===== config.mk =====
export PLATFORM = sky130hd
export DESIGN_NAME = traffic_light_monitor
export DESIGN_NICKNAME = d
export VERILOG_FILES = /design/src/rtl/traffic_light_pkg.sv /design/src/rtl/traffic_light_monitor_tracker.sv /design/src/rtl/traffic_light_monitor.sv
export SDC_FILE = /design/constraint.sdc
export NUM_CORES = 1
export LEC_CHECK = 0
export CAP_MARGIN = 20
export CORE_MARGIN = 2
export CORE_UTILIZATION = 40
export DETAILED_ROUTE_END_ITERATION = 8
export GPL_TIMING_DRIVEN = 0
export RECOVER_POWER = 50
export SYNTH_ARGS = -nofsm -noshare
export SYNTH_HDL_FRONTEND = slang
export SYNTH_SLANG_ARGS = --single-unit

===== constraint.sdc =====
create_clock -name clk -period 5.5 [get_ports clk]
set_input_delay 1.65 -clock clk [delete_from_list [all_inputs] [get_ports clk]]
set_output_delay 1.65 -clock clk [all_outputs]
set_load 0.1 [all_outputs]

===== src/rtl/traffic_light_pkg.sv =====
// Shared encodings for the dual-road traffic light controller and its monitor.
package traffic_light_pkg;

   // Lamp phase encoding, one per road.
   localparam logic [1:0] RED     = 2'd0;
   localparam logic [1:0] GREEN   = 2'd1;
   localparam logic [1:0] YELLOW  = 2'd2;
   localparam logic [1:0] INVALID = 2'd3;

   // Monitor FSM state codes.
   localparam logic [1:0] SYNC  = 2'd0;
   localparam logic [1:0] RUN   = 2'd1;
   localparam logic [1:0] FAULT = 2'd2;

   // Map a {red,yellow,green} lamp triple onto a phase code.
   function automatic logic [1:0] decode_phase(input logic r, input logic y, input logic g);
      logic [1:0] p;
      case ({r, y, g})
         3'b100:  p = RED;
         3'b001:  p = GREEN;
         3'b010:  p = YELLOW;
         default: p = INVALID;
      endcase
      return p;
   endfunction

   // True when moving from one valid phase to a different valid phase is allowed.
   function automatic logic legal_step(input logic [1:0] from, input logic [1:0] to);
      logic ok;
      case ({from, to})
         {RED, GREEN}:    ok = 1'b1;
         {GREEN, YELLOW}: ok = 1'b1;
         {YELLOW, RED}:   ok = 1'b1;
         default:         ok = 1'b0;
      endcase
      return ok;
   endfunction

endpackage


===== src/rtl/traffic_light_monitor_tracker.sv =====
// Per-road lamp tracker: decodes the lamp triple, remembers the last phase and
// its dwell time, and raises raw (ungated, combinational) error strobes for
// the current sample. The owner decides whether the strobes count.
module lamp_phase_tracker
   import traffic_light_pkg::*;
#(
   parameter int MIN_GREEN  = 3,
   parameter int MAX_GREEN  = 16,
   parameter int MIN_YELLOW = 2,
   parameter int MAX_YELLOW = 4,
   parameter int CNT_W      = 8
) (
   input  logic       clk,
   input  logic       rst_n,
   input  logic       red,
   input  logic       yellow,
   input  logic       green,
   input  logic       sync_load,
   output logic [1:0] phase_now,
   output logic [1:0] phase,
   output logic       err_onehot,
   output logic       err_sequence,
   output logic       err_timing
);

   localparam logic [CNT_W-1:0] MIN_G     = CNT_W'(MIN_GREEN);
   localparam logic [CNT_W-1:0] MAX_G     = CNT_W'(MAX_GREEN);
   localparam logic [CNT_W-1:0] MIN_Y     = CNT_W'(MIN_YELLOW);
   localparam logic [CNT_W-1:0] MAX_Y     = CNT_W'(MAX_YELLOW);
   localparam logic [CNT_W-1:0] DWELL_ONE = CNT_W'(1);
   localparam logic [CNT_W-1:0] DWELL_SAT = {CNT_W{1'b1}};

   logic [1:0]       phase_r;
   logic [CNT_W-1:0] dwell_r;
   logic [CNT_W-1:0] dwell_next_s;
   logic             changed_s;
   logic             both_valid_s;

   assign phase = phase_r;

   // Decode the sample and derive the per-road error strobes and next dwell.
   always_comb begin
      phase_now    = decode_phase(red, yellow, green);
      changed_s    = (phase_now != phase_r);
      both_valid_s = (phase_now != INVALID) && (phase_r != INVALID);
      err_onehot   = (phase_now == INVALID);
      err_sequence = 1'b0;
      err_timing   = 1'b0;
      dwell_next_s = dwell_r;

      if (both_valid_s && changed_s) begin
         err_sequence = !legal_step(phase_r, phase_now);
         if (phase_r == GREEN && dwell_r < MIN_G) begin
            err_timing = 1'b1;
         end else if (phase_r == YELLOW && dwell_r < MIN_Y) begin
            err_timing = 1'b1;
         end else begin
            err_timing = 1'b0;
         end
      end else if (!changed_s) begin
         // Hold: fires only on the sample where dwell would pass MAX, so once
         // per phase occurrence (dwell keeps counting past MAX afterwards).
         if (phase_now == GREEN && dwell_r == MAX_G) begin
            err_timing = 1'b1;
         end else if (phase_now == YELLOW && dwell_r == MAX_Y) begin
            err_timing = 1'b1;
         end else begin
            err_timing = 1'b0;
         end
      end else begin
         err_timing = 1'b0;
      end

      if (phase_now == INVALID) begin
         dwell_next_s = '0;
      end else if (sync_load || changed_s) begin
         dwell_next_s = DWELL_ONE;
      end else if (dwell_r == DWELL_SAT) begin
         dwell_next_s = dwell_r;
      end else begin
         dwell_next_s = dwell_r + DWELL_ONE;
      end
   end

   // Phase register and saturating dwell counter.
   always_ff @(posedge clk or negedge rst_n) begin
      if (!rst_n) begin
         phase_r <= RED;
         dwell_r <= '0;
      end else begin
         phase_r <= phase_now;
         dwell_r <= dwell_next_s;
      end
   end

endmodule


===== src/rtl/traffic_light_monitor.sv =====
// Passive monitor for the dual-road traffic light controller lamps. Two phase
// trackers feed a conflict check, a SYNC/RUN/FAULT FSM, a sticky fault and a
// completed-cycle counter. All outputs are registered.
module traffic_light_monitor
   import traffic_light_pkg::*;
#(
   parameter int MIN_GREEN  = 3,
   parameter int MAX_GREEN  = 16,
   parameter int MIN_YELLOW = 2,
   parameter int MAX_YELLOW = 4,
   parameter int CNT_W      = 8
) (
   input  logic        clk,
   input  logic        rst_n,
   input  logic        ns_red,
   input  logic        ns_yellow,
   input  logic        ns_green,
   input  logic        ew_red,
   input  logic        ew_yellow,
   input  logic        ew_green,
   input  logic        err_clear,
   output logic [1:0]  ns_phase,
   output logic [1:0]  ew_phase,
   output logic        err_onehot,
   output logic        err_conflict,
   output logic        err_sequence,
   output logic        err_timing,
   output logic        fault,
   output logic [15:0] cycle_count
);

   logic [1:0]  state_r;
   logic [1:0]  state_next_s;
   logic [1:0]  ns_now_s;
   logic [1:0]  ew_now_s;
   logic        ns_onehot_s, ns_seq_s, ns_tim_s;
   logic        ew_onehot_s, ew_seq_s, ew_tim_s;
   logic        sync_ok_s;
   logic        sync_load_s;
   logic        check_en_s;
   logic        onehot_s, conflict_s, sequence_s, timing_s;
   logic        any_err_s;
   logic        fault_next_s;
   logic        count_s;

   lamp_phase_tracker #(
      .MIN_GREEN(MIN_GREEN), .MAX_GREEN(MAX_GREEN),
      .MIN_YELLOW(MIN_YELLOW), .MAX_YELLOW(MAX_YELLOW), .CNT_W(CNT_W)
   ) u_ns (
      .clk(clk), .rst_n(rst_n),
      .red(ns_red), .yellow(ns_yellow), .green(ns_green),
      .sync_load(sync_load_s),
      .phase_now(ns_now_s), .phase(ns_phase),
      .err_onehot(ns_onehot_s), .err_sequence(ns_seq_s), .err_timing(ns_tim_s)
   );

   lamp_phase_tracker #(
      .MIN_GREEN(MIN_GREEN), .MAX_GREEN(MAX_GREEN),
      .MIN_YELLOW(MIN_YELLOW), .MAX_YELLOW(MAX_YELLOW), .CNT_W(CNT_W)
   ) u_ew (
      .clk(clk), .rst_n(rst_n),
      .red(ew_red), .yellow(ew_yellow), .green(ew_green),
      .sync_load(sync_load_s),
      .phase_now(ew_now_s), .phase(ew_phase),
      .err_onehot(ew_onehot_s), .err_sequence(ew_seq_s), .err_timing(ew_tim_s)
   );

   // Gate the raw strobes by FSM state and decide the next state and fault.
   always_comb begin
      sync_ok_s   = (ns_now_s != INVALID) && (ew_now_s != INVALID) &&
                    ((ns_now_s == RED) || (ew_now_s == RED));
      sync_load_s = (state_r == SYNC) && sync_ok_s;
      // A clear in FAULT wins over anything seen on the same sample.
      check_en_s  = (state_r == RUN) || ((state_r == FAULT) && !err_clear);
      onehot_s    = check_en_s && (ns_onehot_s || ew_onehot_s);
      conflict_s  = check_en_s && (ns_now_s != RED) && (ew_now_s != RED);
      sequence_s  = check_en_s && (ns_seq_s || ew_seq_s);
      timing_s    = check_en_s && (ns_tim_s || ew_tim_s);
      any_err_s   = onehot_s || conflict_s || sequence_s || timing_s;
      count_s     = (state_r == RUN) && (ns_phase == YELLOW) && (ns_now_s == RED);

      case (state_r)
         SYNC: begin
            fault_next_s = 1'b0;
            if (sync_ok_s) begin
               state_next_s = RUN;
            end else begin
               state_next_s = SYNC;
            end
         end
         RUN: begin
            fault_next_s = any_err_s;
            if (any_err_s) begin
               state_next_s = FAULT;
            end else begin
               state_next_s = RUN;
            end
         end
         FAULT: begin
            if (err_clear) begin
               state_next_s = SYNC;
               fault_next_s = 1'b0;
            end else begin
               state_next_s = FAULT;
               fault_next_s = 1'b1;
            end
         end
         default: begin
            state_next_s = SYNC;
            fault_next_s = 1'b0;
         end
      endcase
   end

   // FSM state, registered error pulses, sticky fault and cycle counter.
   always_ff @(posedge clk or negedge rst_n) begin
      if (!rst_n) begin
         state_r      <= SYNC;
         err_onehot   <= 1'b0;
         err_conflict <= 1'b0;
         err_sequence <= 1'b0;
         err_timing   <= 1'b0;
         fault        <= 1'b0;
         cycle_count  <= 16'd0;
      end else begin
         state_r      <= state_next_s;
         err_onehot   <= onehot_s;
         err_conflict <= conflict_s;
         err_sequence <= sequence_s;
         err_timing   <= timing_s;
         fault        <= fault_next_s;
         if (count_s) begin
            cycle_count <= cycle_count + 16'd1;
         end else begin
            cycle_count <= cycle_count;
         end
      end
   end

endmodule


# ---- After elaboration in Yosys (flattened, before gate mapping)
# Index checks and enable logic that the tools add are counted.
dict set report op_classes {
  n_reduce_logical 43
  n_mux 32
  n_addsub 3
  eq_ne 38
  n_lt_le_gt_ge 4
}
# cell count
set op_table {}
lappend op_table {{$mux 8} 6}
lappend op_table {{$lt 8x2->1 const B} 4}
lappend op_table {{$logic_and 1x1->1} 23}
lappend op_table {{$mux 1} 20}
lappend op_table {{$pmux 2 s3} 3}
lappend op_table {{$add 16x1->16 const B} 1}
lappend op_table {{$add 8x1->8 const B} 2}
lappend op_table {{$eq 8x3->1 const B} 2}
lappend op_table {{$eq 8x5->1 const B} 2}
lappend op_table {{$eq 8x8->1 const B} 2}
lappend op_table {{$eq 2x2->1 const B} 7}
lappend op_table {{$eq 2x1->1 const B} 5}
lappend op_table {{$logic_or 1x1->1} 10}
lappend op_table {{$eq 4x1->1 const B} 2}
lappend op_table {{$eq 4x3->1 const B} 2}
lappend op_table {{$eq 4x4->1 const B} 2}
lappend op_table {{$ne 2x2->1 const B} 4}
lappend op_table {{$eq 3x1->1 const B} 2}
lappend op_table {{$eq 3x2->1 const B} 2}
lappend op_table {{$eq 3x3->1 const B} 2}
lappend op_table {{$logic_not 2->1} 3}
lappend op_table {{$ne 3x2->1 const B} 2}
lappend op_table {{$reduce_or 3->1} 2}
lappend op_table {{$mux 2} 2}
lappend op_table {{other kinds (4)} 8}
dict set report totals {
  out_inout_bits 25
  ff_bits 43
  elab_cells 131
}

# ---- Longest topological paths before layout
# Gate-level depths: netlist (run 1).
dict set report logic_depth {
  ltp_word 14
  depth_mapped 7
  depth_no_buf 6
}

# ---- Hierarchy
# Synthesis (run 1) repeated with hierarchy kept, for this count alone.
dict set report hier_totals {
  cells_unflattened 288
  hier_area_um2 2791.4
}
# module n_inst seq_area_each_um2 cells_per_inst area_each_um2
set modules_own_cells {}
lappend modules_own_cells {lamp_phase_tracker 2 250.2 96 848.3}
lappend modules_own_cells {traffic_light_monitor 1 575.6 96 1094.8}

# ---- Worst setup path after synthesis (run 1)
# No wires, ideal clock.
dict set report synth_path {
  path_type {input -> register}
  startpoint {in ew_green}
  endpoint {reg state_r[1]}
  required_ps 5352
  n_path_buf 2
  cell_stages 7
  path_slack_ps 2353
  t_arrival_ps 2999
  setup_ps 148
  cell_sequence {buf_2 maj3_1 nand3_1 o221a_1 buf_2 mux2i_2 a311oi_2}
}
dict set report synth_via {
  elab_chain_cells 14
  word_cells_on_any_way 38
}
# item line
set synth_rtl {}
lappend synth_rtl {{start, declared} traffic_light_monitor.sv:20} ;# input logic ew_green,
lappend synth_rtl {{$eq 3x2->1, or another cell as far along} traffic_light_pkg.sv:18} ;# case ({r, y, g})
lappend synth_rtl {{$pmux 2 s3 *} traffic_light_pkg.sv:18}
lappend synth_rtl {{$eq 4x1->1, or another cell as far along} traffic_light_pkg.sv:30} ;# case ({from, to})
lappend synth_rtl {{$reduce_or 3->1 (no line)} n/a}
lappend synth_rtl {{$mux 1} traffic_light_pkg.sv:30}
lappend synth_rtl {{$mux 1} traffic_light_monitor_tracker.sv:51} ;# if (both_valid_s && changed_s) begin
lappend synth_rtl {{$logic_not 1->1} traffic_light_monitor_tracker.sv:52} ;# err_sequence = !legal_step(phase_r, phase_now);
lappend synth_rtl {{$mux 1} traffic_light_monitor_tracker.sv:51}
lappend synth_rtl {{$logic_or 1x1->1} traffic_light_monitor.sv:77} ;# sequence_s = check_en_s && (ns_seq_s || ew_seq_s);
lappend synth_rtl {{$logic_and 1x1->1} traffic_light_monitor.sv:77}
lappend synth_rtl {{$logic_or 1x1->1} traffic_light_monitor.sv:79} ;# any_err_s = onehot_s || conflict_s || sequence_s || timing_s;
lappend synth_rtl {{$logic_or 1x1->1 *} traffic_light_monitor.sv:79}
lappend synth_rtl {{$mux 2 *} traffic_light_monitor.sv:93} ;# if (any_err_s) begin
lappend synth_rtl {{$pmux 2 s3 *} traffic_light_monitor.sv:82} ;# case (state_r)
lappend synth_rtl {{named net state_next_s[1]} traffic_light_monitor.sv:33} ;# logic [1:0] state_next_s;
lappend synth_rtl {{end signal, assigned} traffic_light_monitor.sv:126} ;# state_r <= state_next_s;
lappend synth_rtl {{end, declared} traffic_light_monitor.sv:32} ;# logic [1:0] state_r;
# Mark *: on every way through the listed nets, which the timed path passes. The rest lies on a longest branch. The select of a mux whose other input is x is not followed.
# A chain may end at the register's enable or synchronous reset.

# ---- Worst setup path in the final report (run 1)
dict set report layout_path {
  startpoint {in ns_red}
  endpoint {reg cycle_count[6]}
}
dict set report layout_via {
  elab_chain_cells 4
  word_cells_on_any_way 6
}
# item line
set layout_rtl {}
lappend layout_rtl {{start, declared} traffic_light_monitor.sv:15} ;# input logic ns_red,
lappend layout_rtl {{$eq 3x2->1, or another cell as far along} traffic_light_pkg.sv:18}
lappend layout_rtl {{$pmux 2 s3 *} traffic_light_pkg.sv:18}
lappend layout_rtl {{$logic_not 2->1 *} traffic_light_monitor.sv:80} ;# count_s = (state_r == RUN) && (ns_phase == YELLOW) && (ns_now_s == RED);
lappend layout_rtl {{$logic_and 1x1->1 *} traffic_light_monitor.sv:80}
lappend layout_rtl {{end signal, assigned} traffic_light_monitor.sv:133} ;# cycle_count <= cycle_count + 16'd1;
lappend layout_rtl {{end signal, assigned} traffic_light_monitor.sv:135} ;# cycle_count <= cycle_count;
lappend layout_rtl {{end, declared} traffic_light_monitor.sv:29} ;# output logic [15:0] cycle_count
# Every way passes the cells marked *; elsewhere a longest branch is shown, timed or not.

==> out/summary.txt, run 1 <==
============================================================================================
Number of antenna violations at the first check in global routing .............            0
Global-route wire length before repair ........................................      9850 µm
Distinct cell type count of the synthesized netlist ...........................           54
Overflow left after global routing ............................................            0
PortBufs ......................................................................           32
I/O pin cnt ...................................................................           34
Vias per Instance .............................................................         5.49
Total core area ...............................................................     6350 µm²
Largest clock skew in the final design ........................................    0.0131 ns
Ratio of final minimum period to clock period .................................        74.7%
Initial cell density of the core ..............................................        41.3%
CTS tree ......................................................................         done
# rows ........................................................................           29
Hold violation count in the final report ......................................            0
Number of enable flip-flop cells after synthesis ..............................            0
Remaining number of nets flagged by the antenna check after routing ...........            0
Max-cap violations ............................................................            1
Count of mapped cells out of synthesis ........................................          266
Library cell with the largest summed area after synthesis .....................      dfrtp_1
Worst-case vdd ir drop ........................................................     0.139 mV
Async set or reset register ratio after synthesis .............................         100%
Basic-gate share of the synthesized area counting and, or, nand and nor cells .        27.7%
Clock transition at the registers of the reported paths .......................      0.09 ns
Compound-Gate Fraction of Synth Area ..........................................        8.64%
Post-layout worst setup margin ................................................      1.39 ns
Summed negative setup slack over all endpoints ................................         0 ns
Nets ..........................................................................          324
Area overhead of the layout relative to synthesis .............................        18.7%
Destination of the critical timing path ....................................... cycle_count[6]$_DFFE_PN0P_
Highest clock frequency the design can meet ...................................    0.243 GHz
Number of global-route vias before repair .....................................         2044
Area of the die ...............................................................     7220 µm²
Final total power .............................................................   0.000681 W
Fraction of the mapped netlist area in adder cells ............................        5.11%
Width of the die ..............................................................      85.0 µm
Clock tree root buffer cell ...................................................     clkbuf_8
Data required time at the worst endpoint ......................................      5.68 ns
Residual DRC ..................................................................            0
Detailed Route Iter0 Violations ...............................................          102
Combinational family with the most area after synthesis ....................... simple AND/OR/NAND/NOR gates
Register-to-Register Path Depth ...............................................            7
Warnings, synthesis ...........................................................            0
Pin count of the biggest net entering global routing ..........................           33
Combined global-route utilization of all metal layers .........................        16.9%
Start-to-end type of the worst setup path ..................................... input port to flop
Max Buffers Root-to-Sink ......................................................            2
Height of the die .............................................................      85.0 µm
XOR/XNOR share of the synthesized area ........................................        8.69%
Multiplexer share of the synthesized area .....................................        4.06%
Count of inserted antenna diode cells .........................................            0
Arrival @ worst endpoint ......................................................      4.29 ns
Dominant synthesized flop cell ................................................      dfrtp_1
Power per standard cell area ..................................................   219 nW/µm²
Minimum setup slack among reg-to-reg paths ....................................      3.44 ns
Class of the most critical hold timing path ................................... flop to flop
Number of fillers in the final layout .........................................          594
Worst setup SP type ...........................................................   input port
Minimum period implied by the final worst setup slack .........................      4.11 ns
Flop and latch count out of synthesis .........................................           43
Sequential share of the synthesized area ......................................        41.1%
Beginning of the worst register-to-register path .............................. u_ns.phase[1]$_DFF_PN0_
Wirelength per Cell ...........................................................      15.0 µm
Setup violation total in the final timing report ..............................            0
Outcome ....................................................................... complete, but fails checks
Pins over their slew limit ....................................................           33
Worst skew pair latency .......................................................      0.30 ns
Setup repair after global routing missed its margin ...........................        false
Share of layout cells above drive strength 1 ..................................        9.77%
Maximum net fanout on the critical path .......................................           10
Pre-Repair DR Iteration Count .................................................            4
Cell area after synthesis .....................................................     2620 µm²
Hpwl dp .......................................................................      4200 µm
Hold_buf cts ..................................................................            0
Setup WS pre-CTS ..............................................................      1.55 ns
Cell types occupying the most area after synthesis ............................ dfrtp_1, xnor2_1, ha_1
Sinks on Clock Net ............................................................           43
Maximum level of the CTS H-tree ...............................................            2
Standby leakage power .........................................................      1.32 nW
Startpoint of the most critical setup path ....................................       ns_red
Overall via count from detail_route ...........................................         2109
R2R Path End .................................................................. state_r[1]$_DFF_PN0_
Net count after synthesis .....................................................          284
Quantity of gates resized following cts .......................................            0
Number of buffers added for setup after CTS ...................................            0
Post-synth top area share .....................................................        41.1%
Worst slew slack as a fraction of its limit ...................................       -13.5%
Weighted congestion reported at the end of routability-driven placement .......        0.824
Aggregate routed wire length ..................................................      5750 µm
Average cell area after synthesis .............................................     9.85 µm²
Slew @ Worst Pin ..............................................................      1.70 ns
Failing checks ................................................................ max-capacitance violations, max-slew violations
TritonCTS buffer count ........................................................            5
Kind of capture point of the worst setup path .................................         flop
============================================================================================
[cell families (layout without fill, tap and decap cells)]
| group | Yosys count | in the layout |
|---|---|---|
| adders and majority gates | 11 | 11 |
| xor gates and xnor gates | 26 | 26 |
| AOI/OAI and AO/OA | 30 | 30 |
| buffers and inverters | 26 | 67 |
| DFF | 43 | 43 |
| muxes | 10 | 10 |
| and+or+nand+nor | 120 | 120 |
[report_power, final]
group / internal, W / switching (W)
Sequential: 0.000324 / 0.00000992
Clock: 0.0000909 / 0.000119
Combinational: 0.0000428 / 0.0000940
Total: 0.000458 / 0.000222
[critical path, cell delays in order]
cell and delay (ns):
dlygate4sd3_1 0.66, clkbuf_1 0.40, nor3b_1 0.45, and4_1 0.26, clkbuf_1 0.30, and3_1 0.27
nand4_1 0.13, xnor2_1 0.15
[per-layer routing]
| metal | part of all wire (%) | vias up | track usage, % |
|---|---|---|---|
| met2 | 45 | 44 | 26.4 |
| met3 | 3.9 | 10 | 4.77 |
| met5 | 0 | - | 0 |
| li1 | - | 1050 | - |
| met4 | 1.3 | 0 | 4.04 |
| met1 | 50 | 1005 | 23.4 |
[through the flow]
stage	util, %	cell area, µm²	hold slack (ns)	cells
after floorplan	-	2620	0.556	266
after global placement	47.8	3040	0.460	375
after detailed placement	48.1	3050	0.464	376
after CTS	49.6	3150	0.481	384
after global routing	49.0	3110	0.508	384
final	49.0	3110	0.472	384
[final cells by class]
cell class / instances / area, µm² / area share [%]
Multi-Input combinational cell: 197 / 1420 / 45.5
Inverter: 13 / 48.8 / 1.57
Timing Repair Buffer: 33 / 318 / 10.2
Clock buffer: 5 / 68.8 / 2.21
Sequential cell: 43 / 1080 / 34.6
Buffer: 13 / 62.6 / 2.01
Tap cell: 77 / 96.3 / 3.10
Clock inverter: 3 / 25.0 / 0.805
[placed cells by master (no fill, tap or decap), types with 3 or more instances in the layout]
cell type        count
xnor2_1             15
a21oi_1              3
o21ai_0              6
and4_1               4
nor4bb_1             6
nor4b_1              4
nor3b_1              3
and3_1               7
a31oi_1              6
or3_1                4
buf_2                8
clkbuf_1             6
ha_1                 9
dfrtp_1             43
nor4_1              15
nand3_1             14
inv_1               13
nor2b_1              3
nor2_1              15
nand2b_1             5
nand2_1             15
clkdlybuf4s50_1     29
clkbuf_8             5
nor3_1              10
mux2i_1              7
xor2_1              11
[synth_stat cells (2+ instances only)]
cell type,instances
nor3b_1,2
or4_1,2
or3b_2,2
nand3_1,14
and4_1,4
o21ai_0,6
nor4bb_1,6
inv_1,13
buf_2,9
a211oi_1,2
or3_1,4
a21oi_1,3
and3_1,7
nand2_1,15
nor4_1,15
or2_2,2
nor3_1,10
xnor2_1,15
xor2_1,11
ha_1,9
or4bb_1,2
a32o_1,2
a31oi_1,6
nor2b_1,3
buf_4,2
mux2i_1,7
dfrtp_1,43
nand4_1,2
nor4b_1,4
mux2_2,2
nor2_1,15
nand2b_1,5
[how the worst min path moves through the flow]
stage	start	endpoint	depth (start not counted)
detailed placement	cycle_count[15]$_DFFE_PN0P_	cycle_count[15]$_DFFE_PN0P_	1
global placement	cycle_count[15]$_DFFE_PN0P_	cycle_count[15]$_DFFE_PN0P_	1
global route	cycle_count[15]$_DFFE_PN0P_	cycle_count[15]$_DFFE_PN0P_	1
floorplan	u_ew.dwell_r[3]$_DFFE_PN0P_	u_ew.dwell_r[3]$_DFFE_PN0P_	2
finish	cycle_count[15]$_DFFE_PN0P_	cycle_count[15]$_DFFE_PN0P_	1
CTS	cycle_count[15]$_DFFE_PN0P_	cycle_count[15]$_DFFE_PN0P_	1
[sequential cells by signal, indices dropped and copies added (netlist names)]
register      count
cycle_count      16
fault             1
u_ew.phase        2
err_onehot        1
state_r           2
err_timing        1
u_ns.dwell_r      8
err_conflict      1
u_ew.dwell_r      8
err_sequence      1
u_ns.phase        2
(Power assumes the default switching activity.)
==> run 2: changes to the inputs <==
- clock period: 5.5 -> 3.32 ns (I/O delays scaled with it)
==> out/summary.txt, run 2 (synthesis gave the netlist of run 1 again) <==
======================================================================================
Area overhead of the layout relative to synthesis .......................        19.1%
Residual DRC ............................................................            0
Outcome ................................................................. complete, but fails checks
Hpwl dp .................................................................      4200 µm
Hold violation count in the final report ................................            0
Most frequent standard cell in the layout excluding fill and tap cells ..      dfrtp_1
Detailed Route Iter0 Violations .........................................           90
Total core area .........................................................     6350 µm²
Highest clock frequency the design can meet .............................    0.323 GHz
Aggregate routed wire length ............................................      5740 µm
Slowest cell delay on critical path .....................................      0.64 ns
Minimum period implied by the final worst setup slack ...................      3.10 ns
Initial cell density of the core ........................................        41.3%
Max Buffers Root-to-Sink ................................................            2
Max FFs per register ....................................................           16
Post-layout worst setup margin ..........................................     0.222 ns
Pre-Repair DR Iteration Count ...........................................            4
# rows ..................................................................           29
Class of the most critical hold timing path ............................. flop to flop
Width of the die ........................................................      85.0 µm
Standby leakage power ...................................................      1.34 nW
Commonest cells after routing, fill and taps aside ...................... dfrtp_1, clkdlybuf4s50_1
Kind of capture point of the worst setup path ...........................         flop
Setup WS pre-CTS ........................................................    0.0197 ns
Largest clock skew in the final design ..................................    0.0131 ns
Post-route insts no fill ................................................          384
I/O pin cnt .............................................................           34
Start-to-end type of the worst setup path ............................... input port to flop
Register-to-Register Path Depth .........................................            7
Beginning of the worst register-to-register path ........................ u_ns.phase[1]$_DFF_PN0_
Sequence of cells on the critical path .................................. dlygate4sd3_1 > buf_6 > maj3_1 > a21oi_1 > o32a_1 > buf_2 > mux2i_1 > a311oi_2
Cell type of the slowest stage on the worst timing path ................. dlygate4sd3_1
Worst hold path startpoint .............................................. cycle_count[15]$_DFFE_PN0P_
Power per standard cell area ............................................   361 nW/µm²
Worst skew pair latency .................................................      0.30 ns
Global-route wire length before repair ..................................      9850 µm
Hold_buf cts ............................................................            0
Share of layout cells above drive strength 1 ............................        10.7%
TritonCTS buffer count ..................................................            5
Remaining number of nets flagged by the antenna check after routing .....            0
Number of antenna violations at the first check in global routing .......            0
Summed negative setup slack over all endpoints ..........................         0 ns
Clock transition at the registers of the reported paths .................      0.09 ns
Slew @ Worst Pin ........................................................      1.71 ns
Wirelength per Cell .....................................................      14.9 µm
Overall via count from detail_route .....................................         2112
Worst setup SP type .....................................................   input port
Number of global-route vias before repair ...............................         2044
Placed cells ............................................................          376
Number of buffers added for setup after CTS .............................            0
Failing checks .......................................................... max-capacitance violations, max-slew violations
Arrival @ worst endpoint ................................................      3.27 ns
Quantity of gates resized following cts .................................            0
Overflow left after global routing ......................................            0
Sinks on Clock Net ......................................................           43
Maximum net fanout on the critical path .................................           10
End of the worst hold path .............................................. cycle_count[15]$_DFFE_PN0P_
Height of the die .......................................................      85.0 µm
Worst slew slack as a fraction of its limit .............................       -13.9%
Final total power .......................................................    0.00113 W
CTS tree ................................................................         done
Ratio of final minimum period to clock period ...........................        93.3%
Setup repair after global routing missed its margin .....................        false
Max-cap violations ......................................................            1
Vias per Instance .......................................................         5.50
Minimum setup slack among reg-to-reg paths ..............................      1.26 ns
Data required time at the worst endpoint ................................      3.49 ns
Count of inserted antenna diode cells ...................................            0
Pins over their slew limit ..............................................           33
Clock tree root buffer cell .............................................     clkbuf_8
Startpoint of the most critical setup path ..............................       ns_red
Area of the die .........................................................     7220 µm²
Biggest register ........................................................  cycle_count
Combined global-route utilization of all metal layers ...................        16.9%
Number of fillers in the final layout ...................................          589
Weighted congestion reported at the end of routability-driven placement .        0.824
Hold Crit Depth .........................................................            1
Pin count of the biggest net entering global routing ....................           33
Setup violation total in the final timing report ........................            0
Worst-case vdd ir drop ..................................................     0.231 mV
R2R Path End ............................................................ state_r[1]$_DFF_PN0_
Registers with the highest flip-flop counts ............................. cycle_count x16, u_ew.dwell_r x8, u_ns.dwell_r x8
Nets ....................................................................          324
Maximum level of the CTS H-tree .........................................            2
PortBufs ................................................................           32
======================================================================================
## run 2: worst max-delay path: cells and delay by family
kind                     cells  cell delay (ns)
buffers and inverters        3             1.04
AO/OA/AOI/OAI                3             0.46
adder cells (fa/ha/maj)      1             0.37
multiplexers                 1             0.40
## run 2: cell type report
class	instances	area (µm²)	share of cell area, %
Inverter	13	48.8	1.56
Sequential cell	43	1080	34.5
Buffer	13	75.1	2.40
Multi-Input combinational cell	197	1420	45.3
Clock buffer	5	68.8	2.20
Timing Repair Buffer	33	318	10.2
Clock inverter	3	25.0	0.801
Tap cell	77	96.3	3.08
## run 2: per-stage QoR
stage,hold WS (ns),area [µm²],util [%]
after floorplan,0.556,2620,-
after global placement,0.460,3040,47.8
after detailed placement,0.464,3050,48.1
after CTS,0.481,3150,49.6
after global routing,0.508,3120,49.2
final,0.472,3120,49.2
## run 2: worst max-delay path by stage
stage                                  to  depth (start not counted)
4_1_cts                       ns_phase[0]                          1
6_report             state_r[1]$_DFF_PN0_                          8
3_5_place_dp         state_r[1]$_DFF_PN0_                          7
3_3_place_gp         state_r[1]$_DFF_PN0_                          1
5_1_grt        cycle_count[3]$_DFFE_PN0P_                          2
2_1_floorplan        state_r[1]$_DFF_PN0_                          7
## run 2: report_power, final
part / switching, W / total, W / internal, W / leakage [nW]
registers: 0.0000164 / 0.000554 / 0.000538 / 0.581
clock network: 0.000196 / 0.000346 / 0.000150 / 0.0443
logic: 0.000156 / 0.000228 / 0.0000727 / 0.711
## run 2: per-layer routing
layer,wire [µm],vias to the layer above,share of wire [%],global-route usage [%]
li1,-,1057,-,-
met5,0,-,0,0
met4,72,0,1.3,4.04
met3,230,10,4.0,4.77
met2,2550,40,44,26.4
met1,2890,1005,50,23.4
==> RTL edit (flow settings as in run 1) <==
Change the package constant `SYNC` from 2'd0 to 2'd1.
--- a/src/rtl/traffic_light_pkg.sv
+++ b/src/rtl/traffic_light_pkg.sv
@@ -8,7 +8,7 @@
    localparam logic [1:0] INVALID = 2'd3;
 
    // Monitor FSM state codes.
-   localparam logic [1:0] SYNC  = 2'd0;
+   localparam logic [1:0] SYNC  = 2'd1;
    localparam logic [1:0] RUN   = 2'd1;
    localparam logic [1:0] FAULT = 2'd2;
 
Behaviour: not the same (Yosys sat finds a counterexample within 4 cycles, from zero or initial values and one cycle with rst_n low).
==> RTL edit against run 1 <==
  * Cell area shrank 5.9%
  * Cell count shrank 6.3%
  * Register-to-register slack improved by 0.05 ns
  * Synthesized cell count fell by 8.6%
  * Synthesized area is 7.4% lower
  * Setup slack better by 0.24 ns
  * Die area down 7.1%
  * Total power rose by 13%
  * Sequential share of layout area rose by 1.3 points
  * Wire length fell by 8.9%
  * Sequential cell count decreased by 1
  * Critical path type unchanged
  * Critical endpoint is now u_ns.dwell_r[4]$_DFFE_PN0P_
  * Highest routed layer unchanged
==> RTL edit: results (changes against run 1) <==
{
  "critical_path.n_buffers_inverters": {"value": 2, "change": "was 3"},
  "critical_path.max_fanout": {"value": 6, "change": "was 10"},
  "run_status": {"value": "complete, no violations", "change": "was finished, violations left"},
  "avgViaCountPerCell": {"value": 5.43, "change": "was 5.49"},
  "post_route_cells_drive_above_1_share": {"value": 0.0912, "change": "was 0.0977"},
  "routabilityCongestion": {"value": 0.815, "change": "was 0.824"},
  "setup_skew": {"value": 0.00533, "unit": "ns", "change": "was 0.0131 ns"},
  "crit_family": {"value": "simple AND/OR/NAND/NOR gates", "change": "was buffers and inverters"},
  "num-fill-cells": {"value": 552, "change": "was 594"},
  "via_count_of_the_first_global_routing_pass": {"value": 1796, "change": "was 2044"},
  "hpwl": {"value": 3.84, "unit": "mm", "change": "was 4.20 mm"},
  "post_drt_wl_per_cell": {"value": 14.6, "unit": "µm", "change": "was 15.0 µm"},
  "cts.reportedPaths.clkPinSlew": {"value": 0.08, "unit": "ns"},
  "synthTopCellsByArea": {"value": "dfrtp_1 (42%), xnor2_1 (6.9%), xor2_1 (4.3%)", "change": "was dfrtp_1 (41%), xnor2_1 (5.0%), ha_1 (4.3%)"},
  "yosys-top-cells-count": {"value": "dfrtp_1 (41), xnor2_1 (19), nand3_1 (18)", "change": "was dfrtp_1 (43), nand2_1 (15), nor2_1 (15), nor4_1 (15), xnor2_1 (15)"},
  "synth-seq-area-share": {"value": 0.434, "change": "was 0.411"},
  "drtIter0Drc": {"value": 86, "change": "was 102"},
  "grt.total_usage": {"value": 0.169, "change": "about the same"},
  "drt-total-wl": {"value": 5.24, "unit": "mm", "change": "was 5.75 mm"},
  "io_buffer_count": {"value": 33, "change": "was 32"},
  "placedCellCount": {"value": 352, "change": "was 376"},
  "post_synth_num_cell_types": {"value": 46, "change": "was 54"},
  "crit_arrival": {"value": 4.03, "unit": "ns", "change": "was 4.29 ns"},
  "vdd_drop_max": {"value": 0.000153, "unit": "V", "change": "was 0.000139 V"},
  "synth_nets": {"value": 257, "change": "was 284"},
  "static-leakage-power": {"value": 1.20, "unit": "nW", "change": "was 1.32 nW"},
  "cts.path.max_buffers": {"value": 2, "change": "unchanged"},
  "grt_first_pass_wirelength": {"value": 8.67, "unit": "mm", "change": "was 9.85 mm"},
  "final_nets": {"value": 298, "change": "was 324"},
  "hold-worst-slack": {"value": 0.473, "unit": "ns", "change": "was 0.472 ns"},
  "ff2ff_setup_slack": {"value": 3.49, "unit": "ns", "change": "was 3.44 ns"},
  "avgSynthCellArea": {"value": 9.99, "unit": "µm²", "change": "was 9.85 µm²"}
}
RTL edit: area by class of cell:
type | count | share of cell area
multi-input cells | 181 | 0.432
plain buffers | 9 | 0.0184
flip-flops and latches | 42 | 0.359
well taps | 75 | 0.0321
repair buffers | 34 | 0.112
clock buffers | 6 | 0.0282
inverters | 11 | 0.0141
clock inverters | 2 | 0.00427
RTL edit: worst register-to-register path: cells and delay by family, from the launching register on:
| kind | cells | cell delay, ns |
|---|---|---|
| compound gates | 3 | 0.83 |
| simple gates | 2 | 0.46 |
| flops | 1 | 0.39 |
| buf+inv | 1 | 0.23 |
RTL edit: layer usage:
| metal | share of wire | wire (µm) | GRT usage | vias up |
|---|---|---|---|---|
| li1 | - | - | - | 973 |
| met2 | 0.46 | 2390 | 0.246 | 34 |
| met4 | 0.016 | 82 | 0.0650 | 0 |
| met5 | 0 | 0 | 0 | - |
| met1 | 0.50 | 2600 | 0.249 | 942 |
| met3 | 0.033 | 173 | 0.0319 | 7 |
RTL edit: where the power goes:
group	internal (W)	total, W	switching (W)
combinational	0.0000608	0.000214	0.000154
clock	0.000101	0.000211	0.000110
sequential	0.000324	0.000341	0.0000176
total	0.000486	0.000767	0.000281
RTL edit: logic make-up (layout without fill, tap and decap cells):
logic type                 after synthesis  in the layout  synth area share
AOI/OAI and AO/OA                       36             36             0.112
xor gates and xnor gates                31             31             0.112
adders and majority gates                7              7            0.0351
buffers and inverters                   20             62            0.0412
DFF                                     42             42             0.434
muxes                                    4              4            0.0175
and+or+nand+nor                        103            103             0.249
RTL edit: worst paths after layout:
kind                                             startpoint                          end  cells after the start
worst max-delay path                                 ns_red  u_ns.dwell_r[4]$_DFFE_PN0P_                      7
worst min-delay path            cycle_count[15]$_DFFE_PN0P_  cycle_count[15]$_DFFE_PN0P_                      1
worst max register to register      u_ew.phase[1]$_DFF_PN0_  u_ew.dwell_r[6]$_DFFE_PN0P_                      6
worst min register to register  cycle_count[15]$_DFFE_PN0P_  cycle_count[15]$_DFFE_PN0P_                      1
max in group asynchronous                             rst_n   cycle_count[8]$_DFFE_PN0P_                      2
min in group asynchronous                             rst_n  u_ns.dwell_r[3]$_DFFE_PN0P_                      1
RTL edit: through the flow:
step	instance area [µm²]	setup slack (ns)
final	2930	1.63
after global routing	2930	1.41
after CTS	2960	1.85
after detailed placement	2870	1.66
after global placement	2850	1.64
after floorplan	2430	2.46
